<file path="src/rtl/aer_pkg.sv">
// Shared types and constants for the multi-channel AER receiver.
package aer_pkg;

  localparam int unsigned AER_OH_WIDTH = 8;
  // Event field widths cover the largest supported configuration (16 channels, 256-bit codes).
  localparam int unsigned AER_CH_W     = 4;
  localparam int unsigned AER_ADDR_W   = 8;

  typedef enum logic [1:0] {
    AER_IDLE  = 2'd0,
    AER_ACK   = 2'd1,
    AER_RESET = 2'd2
  } aer_rx_state_e;

  typedef struct packed {
    logic [AER_CH_W-1:0]   ch;
    logic [AER_ADDR_W-1:0] addr;
  } aer_event_t;

endpackage

</file>
<file path="src/rtl/aer_evt_fifo.sv">
// First-word-fall-through event FIFO; count and valid are registered.
module aer_evt_fifo #(
  parameter int unsigned WIDTH = 12,
  parameter int unsigned DEPTH = 8
) (
  input  logic                   clk,
  input  logic                   rst_n,
  input  logic                   push,
  input  logic [WIDTH-1:0]       push_data,
  input  logic                   pop,
  output logic [WIDTH-1:0]       pop_data,
  output logic                   valid,
  output logic                   full,
  output logic [$clog2(DEPTH):0] count
);

  localparam int unsigned PTR_W = $clog2(DEPTH);
  localparam int unsigned CNT_W = PTR_W + 1;

  logic [WIDTH-1:0] mem [DEPTH];
  logic [PTR_W-1:0] wr_q, rd_q;
  logic [CNT_W-1:0] count_q, count_d;
  logic             valid_q;
  logic             push_ok_c, pop_ok_c;

  always_comb begin
    push_ok_c = push && (count_q != CNT_W'(DEPTH));
    pop_ok_c  = pop && valid_q;
    count_d   = count_q;
    if (push_ok_c && !pop_ok_c)      count_d = count_q + CNT_W'(1);
    else if (!push_ok_c && pop_ok_c) count_d = count_q - CNT_W'(1);
  end

  // Pointers wrap naturally because DEPTH is a power of two.
  always_ff @(posedge clk) begin
    if (!rst_n) begin
      wr_q    <= '0;
      rd_q    <= '0;
      count_q <= '0;
      valid_q <= 1'b0;
    end else begin
      wr_q    <= wr_q + PTR_W'(push_ok_c);
      rd_q    <= rd_q + PTR_W'(pop_ok_c);
      count_q <= count_d;
      valid_q <= (count_d != '0);
    end
  end

  always_ff @(posedge clk) begin
    if (push_ok_c) mem[wr_q] <= push_data;
  end

  assign pop_data = mem[rd_q];
  assign valid    = valid_q;
  assign full     = (count_q == CNT_W'(DEPTH));
  assign count    = count_q;

endmodule

</file>
<file path="src/rtl/aer_multi_rx.sv">
// Multi-channel one-hot AER receiver: per-channel synchroniser and four-phase FSM,
// round-robin arbitration into a shared event FIFO, with ack timeout recovery.
module aer_multi_rx
  import aer_pkg::*;
#(
  parameter int unsigned NUM_CH      = 4,
  parameter int unsigned OH_WIDTH    = AER_OH_WIDTH,
  parameter int unsigned FIFO_DEPTH  = 8,
  parameter int unsigned SYNC_STAGES = 2,
  parameter int unsigned TIMEOUT_CYC = 255,
  parameter int unsigned RST_CYC     = 4
) (
  input  logic                                          clk,
  input  logic                                          rst_n,
  input  logic [NUM_CH*OH_WIDTH-1:0]                    oh_code_i,
  output logic [NUM_CH-1:0]                             ack_o,
  output logic [NUM_CH-1:0]                             aer_rst_n_o,
  output logic                                          evt_valid_o,
  input  logic                                          evt_ready_i,
  output logic [((NUM_CH > 1) ? $clog2(NUM_CH) : 1)-1:0] evt_ch_o,
  output logic [$clog2(OH_WIDTH)-1:0]                   evt_addr_o,
  output logic [$clog2(FIFO_DEPTH):0]                   fifo_count_o,
  output logic                                          err_onehot_o,
  output logic                                          timeout_o,
  output logic [((NUM_CH > 1) ? $clog2(NUM_CH) : 1)-1:0] err_ch_o
);

  localparam int unsigned CH_W   = (NUM_CH > 1) ? $clog2(NUM_CH) : 1;
  localparam int unsigned ADDR_W = $clog2(OH_WIDTH);
  localparam int unsigned CODE_W = NUM_CH * OH_WIDTH;
  localparam int unsigned TMR_MAX = (TIMEOUT_CYC > RST_CYC) ? TIMEOUT_CYC : RST_CYC;
  localparam int unsigned TMR_W  = $clog2(TMR_MAX + 1);

  logic [CODE_W-1:0]   sync_q [SYNC_STAGES];
  logic [CODE_W-1:0]   prev_q;
  logic [CODE_W-1:0]   code_c;
  aer_rx_state_e       state_q [NUM_CH];
  aer_rx_state_e       state_d [NUM_CH];
  logic [TMR_W-1:0]    tmr_q [NUM_CH];
  logic [TMR_W-1:0]    tmr_d [NUM_CH];
  logic [CH_W-1:0]     ptr_q, ptr_d;
  logic [NUM_CH-1:0]   ack_q, ack_d, rstn_q, rstn_d;
  logic                err_q, err_d, to_q, to_d;
  logic [CH_W-1:0]     err_ch_q, err_ch_d, to_ch_c;

  logic [NUM_CH-1:0]   req_c;
  logic                gnt_valid_c;
  logic [CH_W-1:0]     gnt_ch_c, idx_c;
  logic [OH_WIDTH-1:0] gnt_code_c;
  logic                gnt_onehot_c;
  logic [ADDR_W-1:0]   gnt_addr_c;

  aer_event_t          evt_in_c, evt_head;
  logic                fifo_full;

  assign code_c = sync_q[SYNC_STAGES-1];

  // Stable-request detection and round-robin grant, blocked while the FIFO is full.
  always_comb begin
    req_c       = '0;
    gnt_valid_c = 1'b0;
    gnt_ch_c    = '0;
    idx_c       = '0;
    for (int unsigned c = 0; c < NUM_CH; c++) begin
      req_c[c] = (state_q[c] == AER_IDLE) &&
                 (code_c[c*OH_WIDTH +: OH_WIDTH] == prev_q[c*OH_WIDTH +: OH_WIDTH]) &&
                 (|code_c[c*OH_WIDTH +: OH_WIDTH]);
    end
    for (int unsigned i = 0; i < NUM_CH; i++) begin
      idx_c = CH_W'((32'(ptr_q) + i) % NUM_CH);
      if (!gnt_valid_c && !fifo_full && req_c[idx_c]) begin
        gnt_valid_c = 1'b1;
        gnt_ch_c    = idx_c;
      end
    end
    ptr_d = ptr_q;
    if (gnt_valid_c) ptr_d = CH_W'((32'(gnt_ch_c) + 1) % NUM_CH);
  end

  // One-hot check and binary encode of the granted channel's code.
  always_comb begin
    gnt_code_c   = code_c[gnt_ch_c*OH_WIDTH +: OH_WIDTH];
    gnt_onehot_c = (gnt_code_c != '0) &&
                   ((gnt_code_c & (gnt_code_c - OH_WIDTH'(1))) == '0);
    gnt_addr_c   = '0;
    for (int unsigned b = 0; b < OH_WIDTH; b++) begin
      if (gnt_code_c[b]) gnt_addr_c = ADDR_W'(b);
    end
    evt_in_c.ch   = AER_CH_W'(gnt_ch_c);
    evt_in_c.addr = AER_ADDR_W'(gnt_addr_c);
  end

  // Per-channel handshake FSMs.
  always_comb begin
    state_d  = state_q;
    tmr_d    = tmr_q;
    ack_d    = ack_q;
    rstn_d   = rstn_q;
    to_d     = 1'b0;
    to_ch_c  = '0;
    err_ch_d = err_ch_q;
    for (int unsigned c = 0; c < NUM_CH; c++) begin
      case (state_q[c])
        AER_IDLE: begin
          if (gnt_valid_c && (gnt_ch_c == CH_W'(c))) begin
            state_d[c] = AER_ACK;
            ack_d[c]   = 1'b1;
            tmr_d[c]   = '0;
          end
        end
        AER_ACK: begin
          if (code_c[c*OH_WIDTH +: OH_WIDTH] == '0) begin
            state_d[c] = AER_IDLE;
            ack_d[c]   = 1'b0;
          end else if (tmr_q[c] == TMR_W'(TIMEOUT_CYC - 1)) begin
            state_d[c] = AER_RESET;
            ack_d[c]   = 1'b0;
            rstn_d[c]  = 1'b0;
            tmr_d[c]   = '0;
            to_d       = 1'b1;
            to_ch_c    = CH_W'(c);
          end else begin
            tmr_d[c] = tmr_q[c] + TMR_W'(1);
          end
        end
        AER_RESET: begin
          if (tmr_q[c] == TMR_W'(RST_CYC - 1)) begin
            state_d[c] = AER_IDLE;
            rstn_d[c]  = 1'b1;
          end else begin
            tmr_d[c] = tmr_q[c] + TMR_W'(1);
          end
        end
        default: begin
          state_d[c] = AER_IDLE;
          ack_d[c]   = 1'b0;
          rstn_d[c]  = 1'b1;
        end
      endcase
    end
    err_d = gnt_valid_c && !gnt_onehot_c;
    // Timeout wins the shared channel report when both pulse together.
    if (to_d)       err_ch_d = to_ch_c;
    else if (err_d) err_ch_d = gnt_ch_c;
  end

  always_ff @(posedge clk) begin
    if (!rst_n) begin
      for (int unsigned s = 0; s < SYNC_STAGES; s++) sync_q[s] <= '0;
      prev_q   <= '0;
      ptr_q    <= '0;
      ack_q    <= '0;
      rstn_q   <= '1;
      err_q    <= 1'b0;
      to_q     <= 1'b0;
      err_ch_q <= '0;
      for (int unsigned c = 0; c < NUM_CH; c++) begin
        state_q[c] <= AER_IDLE;
        tmr_q[c]   <= '0;
      end
    end else begin
      sync_q[0] <= oh_code_i;
      for (int unsigned s = 1; s < SYNC_STAGES; s++) sync_q[s] <= sync_q[s-1];
      prev_q   <= code_c;
      ptr_q    <= ptr_d;
      ack_q    <= ack_d;
      rstn_q   <= rstn_d;
      err_q    <= err_d;
      to_q     <= to_d;
      err_ch_q <= err_ch_d;
      state_q  <= state_d;
      tmr_q    <= tmr_d;
    end
  end

  aer_evt_fifo #(
    .WIDTH ($bits(aer_event_t)),
    .DEPTH (FIFO_DEPTH)
  ) u_fifo (
    .clk       (clk),
    .rst_n     (rst_n),
    .push      (gnt_valid_c && gnt_onehot_c),
    .push_data (evt_in_c),
    .pop       (evt_valid_o && evt_ready_i),
    .pop_data  (evt_head),
    .valid     (evt_valid_o),
    .full      (fifo_full),
    .count     (fifo_count_o)
  );

  assign evt_ch_o     = CH_W'(evt_head.ch);
  assign evt_addr_o   = ADDR_W'(evt_head.addr);
  assign ack_o        = ack_q;
  assign aer_rst_n_o  = rstn_q;
  assign err_onehot_o = err_q;
  assign timeout_o    = to_q;
  assign err_ch_o     = err_ch_q;

endmodule

</file>
<file path="config.mk">
export PLATFORM = sky130hd
export DESIGN_NAME = aer_multi_rx
export DESIGN_NICKNAME = d
export VERILOG_FILES = /design/src/rtl/aer_pkg.sv /design/src/rtl/aer_evt_fifo.sv /design/src/rtl/aer_multi_rx.sv
export SDC_FILE = /design/constraint.sdc
export NUM_CORES = 1
export LEC_CHECK = 0
export ABC_AREA = 1
export CAP_MARGIN = 25
export CELL_PAD_IN_SITES_DETAIL_PLACEMENT = 2
export CELL_PAD_IN_SITES_GLOBAL_PLACEMENT = 2
export CORE_MARGIN = 10
export CORE_UTILIZATION = 36
export DETAILED_ROUTE_END_ITERATION = 16
export HOLD_SLACK_MARGIN = 0.15
export PLACE_DENSITY = 0.89
export SYNTH_ARGS = -nofsm -noshare
export SYNTH_HDL_FRONTEND = slang
export SYNTH_SLANG_ARGS = --single-unit
</file>
<file path="constraint.sdc">
create_clock -name clk -period 9.4 [get_ports clk]
set_clock_uncertainty 0.1 [all_clocks]
set_input_delay 2.35 -clock clk [delete_from_list [all_inputs] [get_ports clk]]
set_output_delay 2.35 -clock clk [all_outputs]
set_load 0.005 [all_outputs]
</file>
==> impl_metrics.xml, run 1 <==
<?xml version="1.0" encoding="UTF-8"?>
<metrics>
  <group name="drt">
    <metric name="met1Wirelength" unit="mm">13.53</metric>
    <metric name="detail_route.iter0.violations" unit="">352</metric>
    <metric name="detail_route.wl_per_cell" unit="um">17.58</metric>
    <metric name="wl" unit="mm">30.58</metric>
    <metric name="met2_length" unit="mm">15.33</metric>
    <metric name="wl_met3" unit="um">978</metric>
    <metric name="dr.pass1.iters" unit="">4</metric>
    <metric name="via_count" unit="">8654</metric>
    <metric name="antenna_left" unit="">0</metric>
    <metric name="post-route-drc-count" unit="">0</metric>
    <metric name="highest_layer" unit="">met5</metric>
    <metric name="viasPerCell" unit="">4.976</metric>
  </group>
  <group name="global_route">
    <metric name="globalRouteOverflowTotal" unit="">0</metric>
    <metric name="maximum_number_of_pins_on_one_net_before_global_route_repair" unit="">94</metric>
    <metric name="number_of_antenna_violations_at_the_first_check_in_global_routing" unit="">1</metric>
    <metric name="grt_util_all_layers" unit="">0.1816</metric>
    <metric name="grt_pass1_wl" unit="mm">50.61</metric>
    <metric name="grt_pass1_vias" unit="">9820</metric>
  </group>
  <group name="yosys">
    <metric name="synth_flop_type" unit="">sky130_fd_sc_hd__dfxtp_1</metric>
    <metric name="syn_avg_cell_area" unit="um^2">7.420</metric>
    <metric name="synth-edff-count" unit="">40</metric>
    <metric name="synthesis.yosys.warnings" unit="">0</metric>
    <metric name="async_set_or_reset_flop_fraction_in_the_synthesized_netlist" unit="">0</metric>
    <metric name="most_area_hungry_cell_type_in_the_yosys_netlist" unit="">sky130_fd_sc_hd__dfxtp_1</metric>
    <metric name="synth.ff_latch_count" unit="">201</metric>
    <metric name="netlist_top_cells_area" unit="">sky130_fd_sc_hd__dfxtp_1 (33%), sky130_fd_sc_hd__nand2_1 (12%), sky130_fd_sc_hd__edfxtp_1 (12%)</metric>
    <metric name="synth_largest_type_area_fraction" unit="">0.3286</metric>
    <metric name="synth_area" unit="mm^2">0.009809</metric>
    <metric name="synth_cells" unit="">1322</metric>
    <metric name="post_synthesis_cell_type_count" unit="">45</metric>
    <metric name="synth_sequential_area_ratio" unit="">0.4510</metric>
    <metric name="post_synthesis_net_count" unit="">1396</metric>
  </group>
  <group name="power">
    <metric name="power.sequential.fraction" unit="">0.287</metric>
    <metric name="vdd_ir_drop_max" unit="uV">185.1</metric>
    <metric name="pwr-share-clk" unit="">0.212</metric>
    <metric name="combinationalPowerShare" unit="">0.501</metric>
    <metric name="p_leak" unit="nW">5.457</metric>
    <metric name="powerDensity" unit="mW/mm^2">365.9</metric>
    <metric name="total_switching_power" unit="mW">1.946</metric>
    <metric name="sw_frac_of_total" unit="">0.4662</metric>
    <metric name="internal-power" unit="mW">2.228</metric>
  </group>
  <group name="worst_setup_path">
    <metric name="worstPathMaxFanout" unit="">22</metric>
    <metric name="critical_path_arrival" unit="ps">2910</metric>
    <metric name="endpoint_kind" unit="">output port</metric>
    <metric name="start_kind" unit="">register</metric>
    <metric name="worstPathRequired" unit="ps">6950</metric>
    <metric name="r2r.worst_path.cells" unit="">25</metric>
    <metric name="critical_path_class" unit="">reg -&gt; out</metric>
  </group>
  <group name="floorplan">
    <metric name="design.portCount" unit="">57</metric>
    <metric name="initial_core_util" unit="">0.3650</metric>
    <metric name="fp.coreArea" unit="mm^2">0.02688</metric>
    <metric name="fp.dieArea" unit="mm^2">0.03425</metric>
    <metric name="row_count" unit="">60</metric>
    <metric name="die_height" unit="um">185.1</metric>
    <metric name="chipWidth" unit="um">185.1</metric>
  </group>
  <group name="run_status">
    <metric name="status" unit="">finished, final reports clean</metric>
  </group>
  <group name="job">
    <metric name="maxCapViolations" unit="">0</metric>
  </group>
  <group name="final_layout">
    <metric name="final_layout_size_suffix_gt1_frac" unit="">0.07439</metric>
    <metric name="area_growth" unit="%">16.26</metric>
    <metric name="leading_cell_types_in_the_layout_fill_and_taps_excluded" unit="">sky130_fd_sc_hd__nand2_1 (326), sky130_fd_sc_hd__inv_1 (246), sky130_fd_sc_hd__dfxtp_1 (161)</metric>
    <metric name="inserted_diodes" unit="">0</metric>
    <metric name="mostFrequentLayoutCell" unit="">sky130_fd_sc_hd__nand2_1</metric>
    <metric name="nets" unit="">1454</metric>
    <metric name="stdcell_area" unit="mm^2">0.01140</metric>
  </group>
  <group name="sta">
    <metric name="setup_viol_count_final" unit="">0</metric>
    <metric name="final.period_utilization" unit="">0.5699</metric>
    <metric name="worst_slew_pin_slew" unit="ps">1000</metric>
    <metric name="slew_headroom" unit="">0.3281</metric>
    <metric name="maxClockFrequency" unit="MHz">186.7</metric>
    <metric name="hold_slack" unit="ps">316.5</metric>
    <metric name="drv_slew" unit="">0</metric>
    <metric name="grt_setup_unrepaired" unit="">no</metric>
    <metric name="finalHoldViolations" unit="">0</metric>
    <metric name="setup_total_negative_slack" unit="ps">0</metric>
    <metric name="min_period" unit="ps">5357</metric>
  </group>
  <group name="clocking">
    <metric name="hold_buffers" unit="">0</metric>
    <metric name="ctsHtreeMaxLevel" unit="">1</metric>
    <metric name="cts_buffer_depth" unit="">3</metric>
    <metric name="cts_made_buffers" unit="">24</metric>
    <metric name="cts_root_buffer" unit="">sky130_fd_sc_hd__clkbuf_16</metric>
    <metric name="cts_setup_buffers" unit="">0</metric>
    <metric name="clock_sinks" unit="">201</metric>
    <metric name="cts.clk_slew.worst_paths" unit="ps">60</metric>
    <metric name="tritoncts" unit="">yes</metric>
    <metric name="clock_insertion_delay_worst_skew" unit="ps">540</metric>
    <metric name="resize_count_post_cts" unit="">0</metric>
  </group>
  <group name="place">
    <metric name="place_hpwl" unit="mm">22.66</metric>
    <metric name="portBuffers" unit="">56</metric>
    <metric name="routabilityCongestion" unit="">0.8565</metric>
    <metric name="dpl-instance-area" unit="mm^2">0.01067</metric>
  </group>
  <group name="worst_hold_path">
    <metric name="hold_path_class" unit="">reg -&gt; reg</metric>
    <metric name="min_path_cells" unit="">2</metric>
  </group>
</metrics>
==> stage by stage <==
| step | power (mW) | std cells | utilization | setup slack, ps |
|---|---|---|---|---|
| after floorplan | 2.612 | 1322 | - | 5705 |
| after global placement | 3.072 | 1694 | 0.3969 | 4662 |
| after detailed placement | 3.257 | 1694 | 0.3969 | 4582 |
| after CTS | 4.201 | 1738 | 0.4242 | 3986 |
| after global routing | 4.496 | 1739 | 0.4243 | 3708 |
| final | 4.173 | 1739 | 0.4243 | 4043 |
==> critical path, cell delays in order, from the launching register on <==
cell and delay (ps):
sky130_fd_sc_hd__dfxtp_1 800, sky130_fd_sc_hd__inv_1 480, sky130_fd_sc_hd__o21ai_0 290, sky130_fd_sc_hd__o22ai_1 130, sky130_fd_sc_hd__nor2_1 150, sky130_fd_sc_hd__a31oi_1 70
sky130_fd_sc_hd__clkdlybuf4s50_1 460
==> logic make-up (layout without fill, tap and decap cells) <==
| logic type | after synthesis | count (layout) | share of synthesized area |
|---|---|---|---|
| simple gates | 642 | 642 | 0.2985 |
| xor+xnor | 8 | 8 | 0.007143 |
| fa+ha+maj | 39 | 39 | 0.04975 |
| buf+inv | 298 | 374 | 0.1177 |
| compound gates | 134 | 134 | 0.07589 |
| flops | 201 | 201 | 0.4510 |
==> per-layer routing <==
layer,track usage,vias up
li1,-,4237
met1,0.2143,4239
met2,0.3281,121
met3,0.02704,55
met4,0.05917,2
met5,0,-
==> Yosys cell counts (2+ instances only) <==
master / number
sky130_fd_sc_hd__nor4_1: 6
sky130_fd_sc_hd__o21ai_1: 5
sky130_fd_sc_hd__nand4_4: 2
sky130_fd_sc_hd__or2_1: 2
sky130_fd_sc_hd__ha_1: 39
sky130_fd_sc_hd__nand2_4: 4
sky130_fd_sc_hd__o22ai_1: 5
sky130_fd_sc_hd__a31oi_1: 7
sky130_fd_sc_hd__nor2_1: 117
sky130_fd_sc_hd__o21a_1: 2
sky130_fd_sc_hd__a211oi_1: 6
sky130_fd_sc_hd__dfxtp_1: 161
sky130_fd_sc_hd__clkbuf_1: 19
sky130_fd_sc_hd__inv_1: 246
sky130_fd_sc_hd__o21ai_0: 59
sky130_fd_sc_hd__a21boi_0: 2
sky130_fd_sc_hd__nor3_1: 34
sky130_fd_sc_hd__o211ai_1: 5
sky130_fd_sc_hd__nor2_4: 7
sky130_fd_sc_hd__buf_8: 2
sky130_fd_sc_hd__xnor2_1: 3
sky130_fd_sc_hd__inv_2: 19
sky130_fd_sc_hd__nor3b_1: 7
sky130_fd_sc_hd__nand4_2: 2
sky130_fd_sc_hd__nand2_1: 326
sky130_fd_sc_hd__nand3_2: 13
sky130_fd_sc_hd__xor2_1: 5
sky130_fd_sc_hd__nand4_1: 14
sky130_fd_sc_hd__buf_2: 2
sky130_fd_sc_hd__clkinv_1: 7
sky130_fd_sc_hd__buf_4: 3
sky130_fd_sc_hd__a221oi_1: 2
sky130_fd_sc_hd__a21oi_1: 37
sky130_fd_sc_hd__nand2_2: 10
sky130_fd_sc_hd__nand3_1: 86
sky130_fd_sc_hd__nor2_2: 8
sky130_fd_sc_hd__edfxtp_1: 40
==> final cells by class <==
| cell class | count | area, um^2 |
|---|---|---|
| clock buffer | 39 | 708.2 |
| clock inverter | 5 | 23.77 |
| fill | 3159 | 15470 |
| inverter | 272 | 1021 |
| multi-input combinational | 823 | 4230 |
| sequential | 201 | 4424 |
| tap | 341 | 426.7 |
| timing repair buffer | 58 | 570.5 |
==> sequential cells by signal, summed over array words and instances, names as in the netlist <==
register      flops
sync_q           64
u_fifo.mem       40
prev_q           32
tmr_q            32
state_q           8
ack_o             4
aer_rst_n_o       4
u_fifo.count      4
u_fifo.rd_q       3
u_fifo.wr_q       3
err_ch_o          2
ptr_q             2
err_onehot_o      1
timeout_o         1
u_fifo.valid      1
==> final timing paths <==
check            startpoint  slack [ps]                to
min reg2reg   sync_q[0][10]         320     sync_q[0][42]
max          u_fifo.rd_q[0]        4040     evt_addr_o[2]
max reg2reg      state_q[3]        4460  u_fifo.mem[5][1]
min           sync_q[0][10]         320     sync_q[0][42]
==> power groups by stage <==
stage	combinational, mW	clock [mW]	sequential, mW
6_report	2.09	0.883	1.20
5_1_grt	2.34	0.941	1.21
4_1_cts	2.09	0.908	1.20
3_5_place_dp	2.04	0	1.22
3_3_place_gp	1.87	0	1.21
2_1_floorplan	1.44	0	1.17
Power figures use the tool's default switching activity.
==> run 2: changes to the inputs <==
Settings changed: CORE_UTILIZATION 36 to 35, PLACE_DENSITY 0.89 to 0.87.
Clock period 9.4 ns to 5.21 ns, I/O delays scaled along.
==> run 2 against run 1 <==
Net effect: flip-flop and latch count unchanged; clock power up 94%; global-route usage down 1.9 points; clock-buffer cell count shrank 11; non-clock buffer count increased by 1; sequential power is 78% higher; critical path depth grew 19; utilization is 0.80 points lower; via count down 1.9%; routed wire length decreased by 5.7%; die area up 2.5%; register-to-register slack got worse by 4000 ps.
==> impl_metrics.xml, run 2 (synthesized netlist as in run 1, its figures left out) <==
<?xml version="1.0" encoding="UTF-8"?>
<metrics>
  <group name="drt">
    <metric name="detail_route.iter0.violations" unit="">285</metric>
    <metric name="detail_route.wl_per_cell" unit="um">16.26</metric>
    <metric name="viasPerCell" unit="">4.786</metric>
    <metric name="via_count" unit="">8491</metric>
    <metric name="post-route-drc-count" unit="">0</metric>
    <metric name="wl" unit="mm">28.84</metric>
    <metric name="antenna_left" unit="">0</metric>
    <metric name="dr.pass1.iters" unit="">4</metric>
  </group>
  <group name="sta">
    <metric name="min_period" unit="ps">4701</metric>
    <metric name="post-route-worst-setup-slack" unit="ps">509.5</metric>
    <metric name="setup_total_negative_slack" unit="ps">0</metric>
    <metric name="grt_setup_unrepaired" unit="">no</metric>
    <metric name="final.period_utilization" unit="">0.9022</metric>
    <metric name="maxClockFrequency" unit="MHz">212.7</metric>
    <metric name="slew_headroom" unit="">0.4199</metric>
    <metric name="drv_slew" unit="">0</metric>
    <metric name="worst_slew_pin_slew" unit="ps">870.2</metric>
    <metric name="hold_slack" unit="ps">307.0</metric>
    <metric name="setup_viol_count_final" unit="">0</metric>
    <metric name="finalHoldViolations" unit="">0</metric>
  </group>
  <group name="power">
    <metric name="powerDensity" unit="mW/mm^2">651.7</metric>
    <metric name="vdd_ir_drop_max" unit="uV">346.2</metric>
    <metric name="report.power.total" unit="mW">7.518</metric>
    <metric name="p_leak" unit="nW">5.484</metric>
  </group>
  <group name="final_layout">
    <metric name="final_layout_size_suffix_gt1_frac" unit="">0.08023</metric>
    <metric name="largest_reg_flops" unit="">64</metric>
    <metric name="layoutNonFillerInstCount" unit="">1774</metric>
    <metric name="inserted_diodes" unit="">0</metric>
    <metric name="nets" unit="">1455</metric>
    <metric name="area_growth" unit="%">17.60</metric>
    <metric name="leading_cell_types_in_the_layout_fill_and_taps_excluded" unit="">sky130_fd_sc_hd__nand2_1 (326), sky130_fd_sc_hd__inv_1 (246), sky130_fd_sc_hd__dfxtp_1 (161)</metric>
    <metric name="largest-register" unit="">sync_q</metric>
    <metric name="stdcell_area" unit="mm^2">0.01154</metric>
    <metric name="mostFrequentLayoutCell" unit="">sky130_fd_sc_hd__nand2_1</metric>
    <metric name="reg.largest.list" unit="">sync_q (64), u_fifo.mem (40)</metric>
    <metric name="postLayoutCoreUtil" unit="">0.4164</metric>
    <metric name="fill_cells" unit="">3190</metric>
  </group>
  <group name="worst_setup_path">
    <metric name="worstPathRequired" unit="ps">5250</metric>
    <metric name="worst-path-buf-inv" unit="">3</metric>
    <metric name="setup.worst_path.start" unit="">state_q[0]</metric>
    <metric name="worstPathMaxFanout" unit="">17</metric>
    <metric name="worst_path_largest_cell_delay" unit="ps">670</metric>
    <metric name="critical_path_class" unit="">reg -&gt; reg</metric>
    <metric name="cp_top_family" unit="">simple AND/OR/NAND/NOR gates</metric>
    <metric name="cp_common_cell" unit="">sky130_fd_sc_hd__nand2_1</metric>
    <metric name="crit_slowest_cell" unit="">sky130_fd_sc_hd__nor3_1</metric>
    <metric name="start_kind" unit="">register</metric>
    <metric name="critical_path_arrival" unit="ps">4740</metric>
    <metric name="endpoint_kind" unit="">register</metric>
    <metric name="reg2reg_from" unit="">state_q[0]</metric>
  </group>
  <group name="clocking">
    <metric name="clock_sinks" unit="">201</metric>
    <metric name="cts_root_buffer" unit="">sky130_fd_sc_hd__clkbuf_16</metric>
    <metric name="hold_buffers" unit="">0</metric>
    <metric name="tritoncts" unit="">yes</metric>
    <metric name="cts_buffer_depth" unit="">3</metric>
    <metric name="resize_count_post_cts" unit="">0</metric>
    <metric name="ctsHtreeMaxLevel" unit="">1</metric>
    <metric name="clock_insertion_delay_worst_skew" unit="ps">520</metric>
    <metric name="cts_setup_buffers" unit="">0</metric>
    <metric name="cts_made_buffers" unit="">24</metric>
    <metric name="cts.clk_slew.worst_paths" unit="ps">60</metric>
  </group>
  <group name="place">
    <metric name="detailedPlace.worstSlack" unit="ps">526.1</metric>
    <metric name="portBuffers" unit="">56</metric>
    <metric name="routabilityCongestion" unit="">0.7923</metric>
    <metric name="place_hpwl" unit="mm">21.44</metric>
    <metric name="dpl-instance-area" unit="mm^2">0.01073</metric>
    <metric name="dp.cells" unit="">1733</metric>
  </group>
  <group name="floorplan">
    <metric name="fp.coreArea" unit="mm^2">0.02771</metric>
    <metric name="initial_core_util" unit="">0.3541</metric>
    <metric name="row_count" unit="">61</metric>
    <metric name="die_height" unit="um">187.4</metric>
    <metric name="chipWidth" unit="um">187.4</metric>
    <metric name="fp.dieArea" unit="mm^2">0.03512</metric>
    <metric name="design.portCount" unit="">57</metric>
  </group>
  <group name="run_status">
    <metric name="status" unit="">finished, final reports clean</metric>
  </group>
  <group name="global_route">
    <metric name="grt_pass1_wl" unit="mm">48.26</metric>
    <metric name="number_of_antenna_violations_at_the_first_check_in_global_routing" unit="">0</metric>
    <metric name="grt_pass1_vias" unit="">9373</metric>
    <metric name="grt_util_all_layers" unit="">0.1629</metric>
    <metric name="globalRouteOverflowTotal" unit="">0</metric>
    <metric name="maximum_number_of_pins_on_one_net_before_global_route_repair" unit="">92</metric>
  </group>
  <group name="worst_hold_path">
    <metric name="worst_hold_startpoint" unit="">sync_q[0][9]</metric>
    <metric name="hold_path_class" unit="">reg -&gt; reg</metric>
  </group>
  <group name="job">
    <metric name="maxCapViolations" unit="">0</metric>
  </group>
</metrics>
run 2: final timing paths:
check	endpoint	slack [ps]	cells past startpoint
worst min register to register	sync_q[0][41]	310	2
worst min-delay path	sync_q[0][41]	310	2
worst max-delay path	u_fifo.mem[0][4]	510	25
worst max register to register	u_fifo.mem[0][4]	510	25
run 2: worst min-delay path, delay by kind of cell (launching register included):
family	cells	cell delay (ps)
buffers and inverters	1	40
flip-flops	1	300
AND/OR/NAND/NOR	1	40
run 2: layer usage:
metal  wire [um]  track usage  up-vias  share of wire
li1            -            -     4242              -
met1       12860       0.1949     4109           0.45
met2       14540       0.2973       99           0.50
met3         737      0.02200       41          0.026
met4         711      0.04462        0          0.025
met5           0            0        -              0
run 2: layout make-up:
| class | count | area, um^2 | area share |
|---|---|---|---|
| multi-input cells | 823 | 4230 | 0.3667 |
| flip-flops and latches | 201 | 4424 | 0.3835 |
| repair buffers | 59 | 580.6 | 0.05033 |
| clock inverters | 13 | 160.2 | 0.01388 |
| inverters | 272 | 1021 | 0.08850 |
| well taps | 378 | 473.0 | 0.04100 |
| clock buffers | 28 | 646.9 | 0.05607 |
run 2: power breakdown:
| group | total [mW] | internal [mW] | switching, mW |
|---|---|---|---|
| clock | 1.71 | 1.04 | 0.674 |
| sequential | 2.14 | 2.01 | 0.131 |
| combinational | 3.66 | 1.09 | 2.57 |
==> run 3: changes to the inputs <==
Clock period 5.21 ns to 4.9 ns, I/O delays scaled along.
==> run 3 against run 2 <==
Net effect: combinational power up 7.1%; non-clock buffer count increased by 4; die area is the same; critical path depth fell by 2; first-iteration DRC count down 19%; routed wire length grew 1.4%; worst hold slack gained 6.0 ps; critical endpoint is now u_fifo.mem[0][3].
==> impl_metrics.xml, run 3 (synthesized netlist as in run 1, its figures left out) <==
<?xml version="1.0" encoding="UTF-8"?>
<metrics>
  <group name="run_status">
    <metric name="status" unit="">finished, final reports clean</metric>
  </group>
  <group name="clocking">
    <metric name="cts_buffer_depth" unit="">3</metric>
    <metric name="tritoncts" unit="">yes</metric>
    <metric name="clock_insertion_delay_worst_skew" unit="ps">520</metric>
    <metric name="ctsHtreeMaxLevel" unit="">1</metric>
    <metric name="clock_sinks" unit="">201</metric>
    <metric name="cts_root_buffer" unit="">sky130_fd_sc_hd__clkbuf_16</metric>
    <metric name="cts_made_buffers" unit="">24</metric>
    <metric name="cts.clk_slew.worst_paths" unit="ps">60</metric>
    <metric name="hold_buffers" unit="">0</metric>
  </group>
  <group name="worst_setup_path">
    <metric name="cp_num_cells" unit="">23</metric>
    <metric name="endpoint_kind" unit="">register</metric>
    <metric name="crit_slowest_cell" unit="">sky130_fd_sc_hd__nor3_2</metric>
    <metric name="critical_path_arrival" unit="ps">4460</metric>
    <metric name="worst-path-buf-inv" unit="">2</metric>
    <metric name="worst_path_largest_cell_delay" unit="ps">420</metric>
    <metric name="cp_top_family" unit="">simple AND/OR/NAND/NOR gates</metric>
    <metric name="cp_cell_sequence" unit="">inv_1 -&gt; ha_1 -&gt; inv_1 -&gt; a21oi_1 -&gt; nand3_1 -&gt; nor2_2 -&gt; nand3_2 -&gt; nand3_1 -&gt; nand2_2 -&gt; nand4_2 -&gt; nand2_2 -&gt; nand2_4 -&gt; nand2_8 -&gt; nand2_1 -&gt; nand3_1 -&gt; nand2_2 -&gt; nor2_4 -&gt; nand2_1 -&gt; nor2_1 -&gt; nor2_2 -&gt; nand4_4 -&gt; or2_1 -&gt; nor3_2</metric>
    <metric name="r2r.worst_path.cells" unit="">23</metric>
    <metric name="start_kind" unit="">register</metric>
    <metric name="worstPathRequired" unit="ps">4960</metric>
    <metric name="r2r_slack" unit="ps">500</metric>
    <metric name="critical_path_class" unit="">reg -&gt; reg</metric>
    <metric name="worstPathMaxFanout" unit="">17</metric>
  </group>
  <group name="floorplan">
    <metric name="die_height" unit="um">187.4</metric>
    <metric name="fp.dieArea" unit="mm^2">0.03512</metric>
    <metric name="row_count" unit="">61</metric>
    <metric name="initial_core_util" unit="">0.3541</metric>
    <metric name="fp.coreArea" unit="mm^2">0.02771</metric>
    <metric name="design.portCount" unit="">57</metric>
    <metric name="chipWidth" unit="um">187.4</metric>
  </group>
  <group name="final_layout">
    <metric name="area_growth" unit="%">18.89</metric>
    <metric name="multi_input_comb_area" unit="mm^2">0.004255</metric>
    <metric name="largest_reg_flops" unit="">64</metric>
    <metric name="largest-register" unit="">sync_q</metric>
    <metric name="final_layout_size_suffix_gt1_frac" unit="">0.08696</metric>
    <metric name="inserted_diodes" unit="">0</metric>
    <metric name="reg.largest.list" unit="">sync_q (64), u_fifo.mem (40)</metric>
    <metric name="mostFrequentLayoutCell" unit="">sky130_fd_sc_hd__nand2_1</metric>
    <metric name="register_area" unit="mm^2">0.004424</metric>
    <metric name="leading_cell_types_in_the_layout_fill_and_taps_excluded" unit="">sky130_fd_sc_hd__nand2_1 (326), sky130_fd_sc_hd__inv_1 (246), sky130_fd_sc_hd__dfxtp_1 (161)</metric>
    <metric name="stdcell_area" unit="mm^2">0.01166</metric>
    <metric name="nets" unit="">1459</metric>
    <metric name="fill_cells" unit="">3201</metric>
  </group>
  <group name="sta">
    <metric name="slew_headroom" unit="">0.3976</metric>
    <metric name="grt_setup_unrepaired" unit="">no</metric>
    <metric name="drv_slew" unit="">0</metric>
    <metric name="hold_slack" unit="ps">313.0</metric>
    <metric name="setup_viol_count_final" unit="">0</metric>
    <metric name="finalHoldViolations" unit="">0</metric>
    <metric name="final.period_utilization" unit="">0.8981</metric>
    <metric name="setup_total_negative_slack" unit="ps">0</metric>
    <metric name="post-route-worst-setup-slack" unit="ps">499.3</metric>
    <metric name="min_period" unit="ps">4401</metric>
    <metric name="maxClockFrequency" unit="MHz">227.2</metric>
    <metric name="worst_slew_pin_slew" unit="ps">903.6</metric>
  </group>
  <group name="drt">
    <metric name="post-route-drc-count" unit="">0</metric>
    <metric name="wl" unit="mm">29.24</metric>
    <metric name="detail_route.wl_per_cell" unit="um">16.42</metric>
    <metric name="viasPerCell" unit="">4.817</metric>
    <metric name="antenna_left" unit="">0</metric>
    <metric name="detail_route.iter0.violations" unit="">232</metric>
    <metric name="dr.pass1.iters" unit="">4</metric>
    <metric name="via_count" unit="">8579</metric>
  </group>
  <group name="worst_hold_path">
    <metric name="hold_path_class" unit="">reg -&gt; reg</metric>
    <metric name="min_path_cells" unit="">2</metric>
  </group>
  <group name="place">
    <metric name="dpl-instance-area" unit="mm^2">0.01076</metric>
    <metric name="portBuffers" unit="">56</metric>
    <metric name="routabilityCongestion" unit="">0.7981</metric>
    <metric name="place_hpwl" unit="mm">21.80</metric>
    <metric name="detailedPlace.worstSlack" unit="ps">323.6</metric>
  </group>
  <group name="power">
    <metric name="vdd_ir_drop_max" unit="uV">455.2</metric>
    <metric name="powerDensity" unit="mW/mm^2">699.2</metric>
    <metric name="p_leak" unit="nW">5.557</metric>
    <metric name="report.power.total" unit="mW">8.154</metric>
  </group>
  <group name="global_route">
    <metric name="number_of_antenna_violations_at_the_first_check_in_global_routing" unit="">0</metric>
    <metric name="grt_util_all_layers" unit="">0.1646</metric>
    <metric name="maximum_number_of_pins_on_one_net_before_global_route_repair" unit="">96</metric>
    <metric name="grt_pass1_wl" unit="mm">48.73</metric>
    <metric name="grt_pass1_vias" unit="">9510</metric>
    <metric name="globalRouteOverflowTotal" unit="">0</metric>
  </group>
  <group name="job">
    <metric name="maxCapViolations" unit="">0</metric>
  </group>
</metrics>
-- run 3: cell types whose count changed in the layout (fill, tap and decap cells not counted), sizes merged --
| cell | previous run | this run |
|---|---|---|
| buf | 4 | 8 |
| clkbuf | 28 | 31 |
| bufinv | 3 | 5 |
| clkinvlp | 5 | 3 |
| clkinv | 12 | 11 |
| inv | 265 | 266 |
-- run 3: what timing repair did --
action | CTS | global route
endpoints found under the setup margin | 0 | 25
endpoints found under the hold margin | 0 | 0
gates resized for setup | 0 | 5
setup buffers | 0 | 0
-- run 3: worst paths after layout --
check	start	endpoint
worst max register to register	state_q[6]	u_fifo.mem[0][3]
worst min register to register	sync_q[0][29]	sync_q[0][61]
worst min-delay path	sync_q[0][29]	sync_q[0][61]
worst max-delay path	state_q[6]	u_fifo.mem[0][3]
-- run 3: routing by layer --
| metal | vias to the layer above | wire length (um) | global-route usage |
|---|---|---|---|
| met4 | 0 | 434 | 0.03538 |
| li1 | 4247 | - | - |
| met1 | 4195 | 12670 | 0.1911 |
| met2 | 109 | 15270 | 0.3121 |
| met5 | - | 0 | 0 |
| met3 | 28 | 862 | 0.02200 |
-- run 3: final cells by class --
| type | count | area share |
|---|---|---|
| Sequential cell | 201 | 0.3794 |
| Multi-Input combinational cell | 823 | 0.3649 |
| Inverter | 272 | 0.08754 |
| Clock buffer | 31 | 0.05815 |
| Timing Repair Buffer | 63 | 0.05236 |
| Tap cell | 378 | 0.04055 |
| Clock inverter | 13 | 0.01717 |
-- run 3: worst register-to-register path: stages, from the launching register on --
cell                      delay, ps
sky130_fd_sc_hd__dfxtp_1        340
sky130_fd_sc_hd__inv_1          130
sky130_fd_sc_hd__ha_1           170
sky130_fd_sc_hd__inv_1          100
sky130_fd_sc_hd__a21oi_1        170
sky130_fd_sc_hd__nand3_1        130
sky130_fd_sc_hd__nor2_2         140
sky130_fd_sc_hd__nand3_2        110
sky130_fd_sc_hd__nand3_1        130
sky130_fd_sc_hd__nand2_2        110
sky130_fd_sc_hd__nand4_2        150
sky130_fd_sc_hd__nand2_2        100
sky130_fd_sc_hd__nand2_4        200
sky130_fd_sc_hd__nand2_8        140
sky130_fd_sc_hd__nand2_1        100
sky130_fd_sc_hd__nand3_1         80
sky130_fd_sc_hd__nand2_2        130
sky130_fd_sc_hd__nor2_4          60
sky130_fd_sc_hd__nand2_1        290
sky130_fd_sc_hd__nor2_1         100
sky130_fd_sc_hd__nor2_2         150
sky130_fd_sc_hd__nand4_4        140
sky130_fd_sc_hd__or2_1          350
sky130_fd_sc_hd__nor3_2         420
-- run 3: power breakdown --
group | internal (mW) | switching, mW
logic | 1.17 | 2.75
clock network | 1.24 | 0.723
registers | 2.14 | 0.133
total | 4.55 | 3.61
-- run 3: stage by stage --
stage | std cells | utilization
4_1_cts | 1781 | 0.4200
2_1_floorplan | 1322 | -
3_3_place_gp | 1737 | 0.3883
6_report | 1781 | 0.4209
3_5_place_dp | 1737 | 0.3883
5_1_grt | 1781 | 0.4209
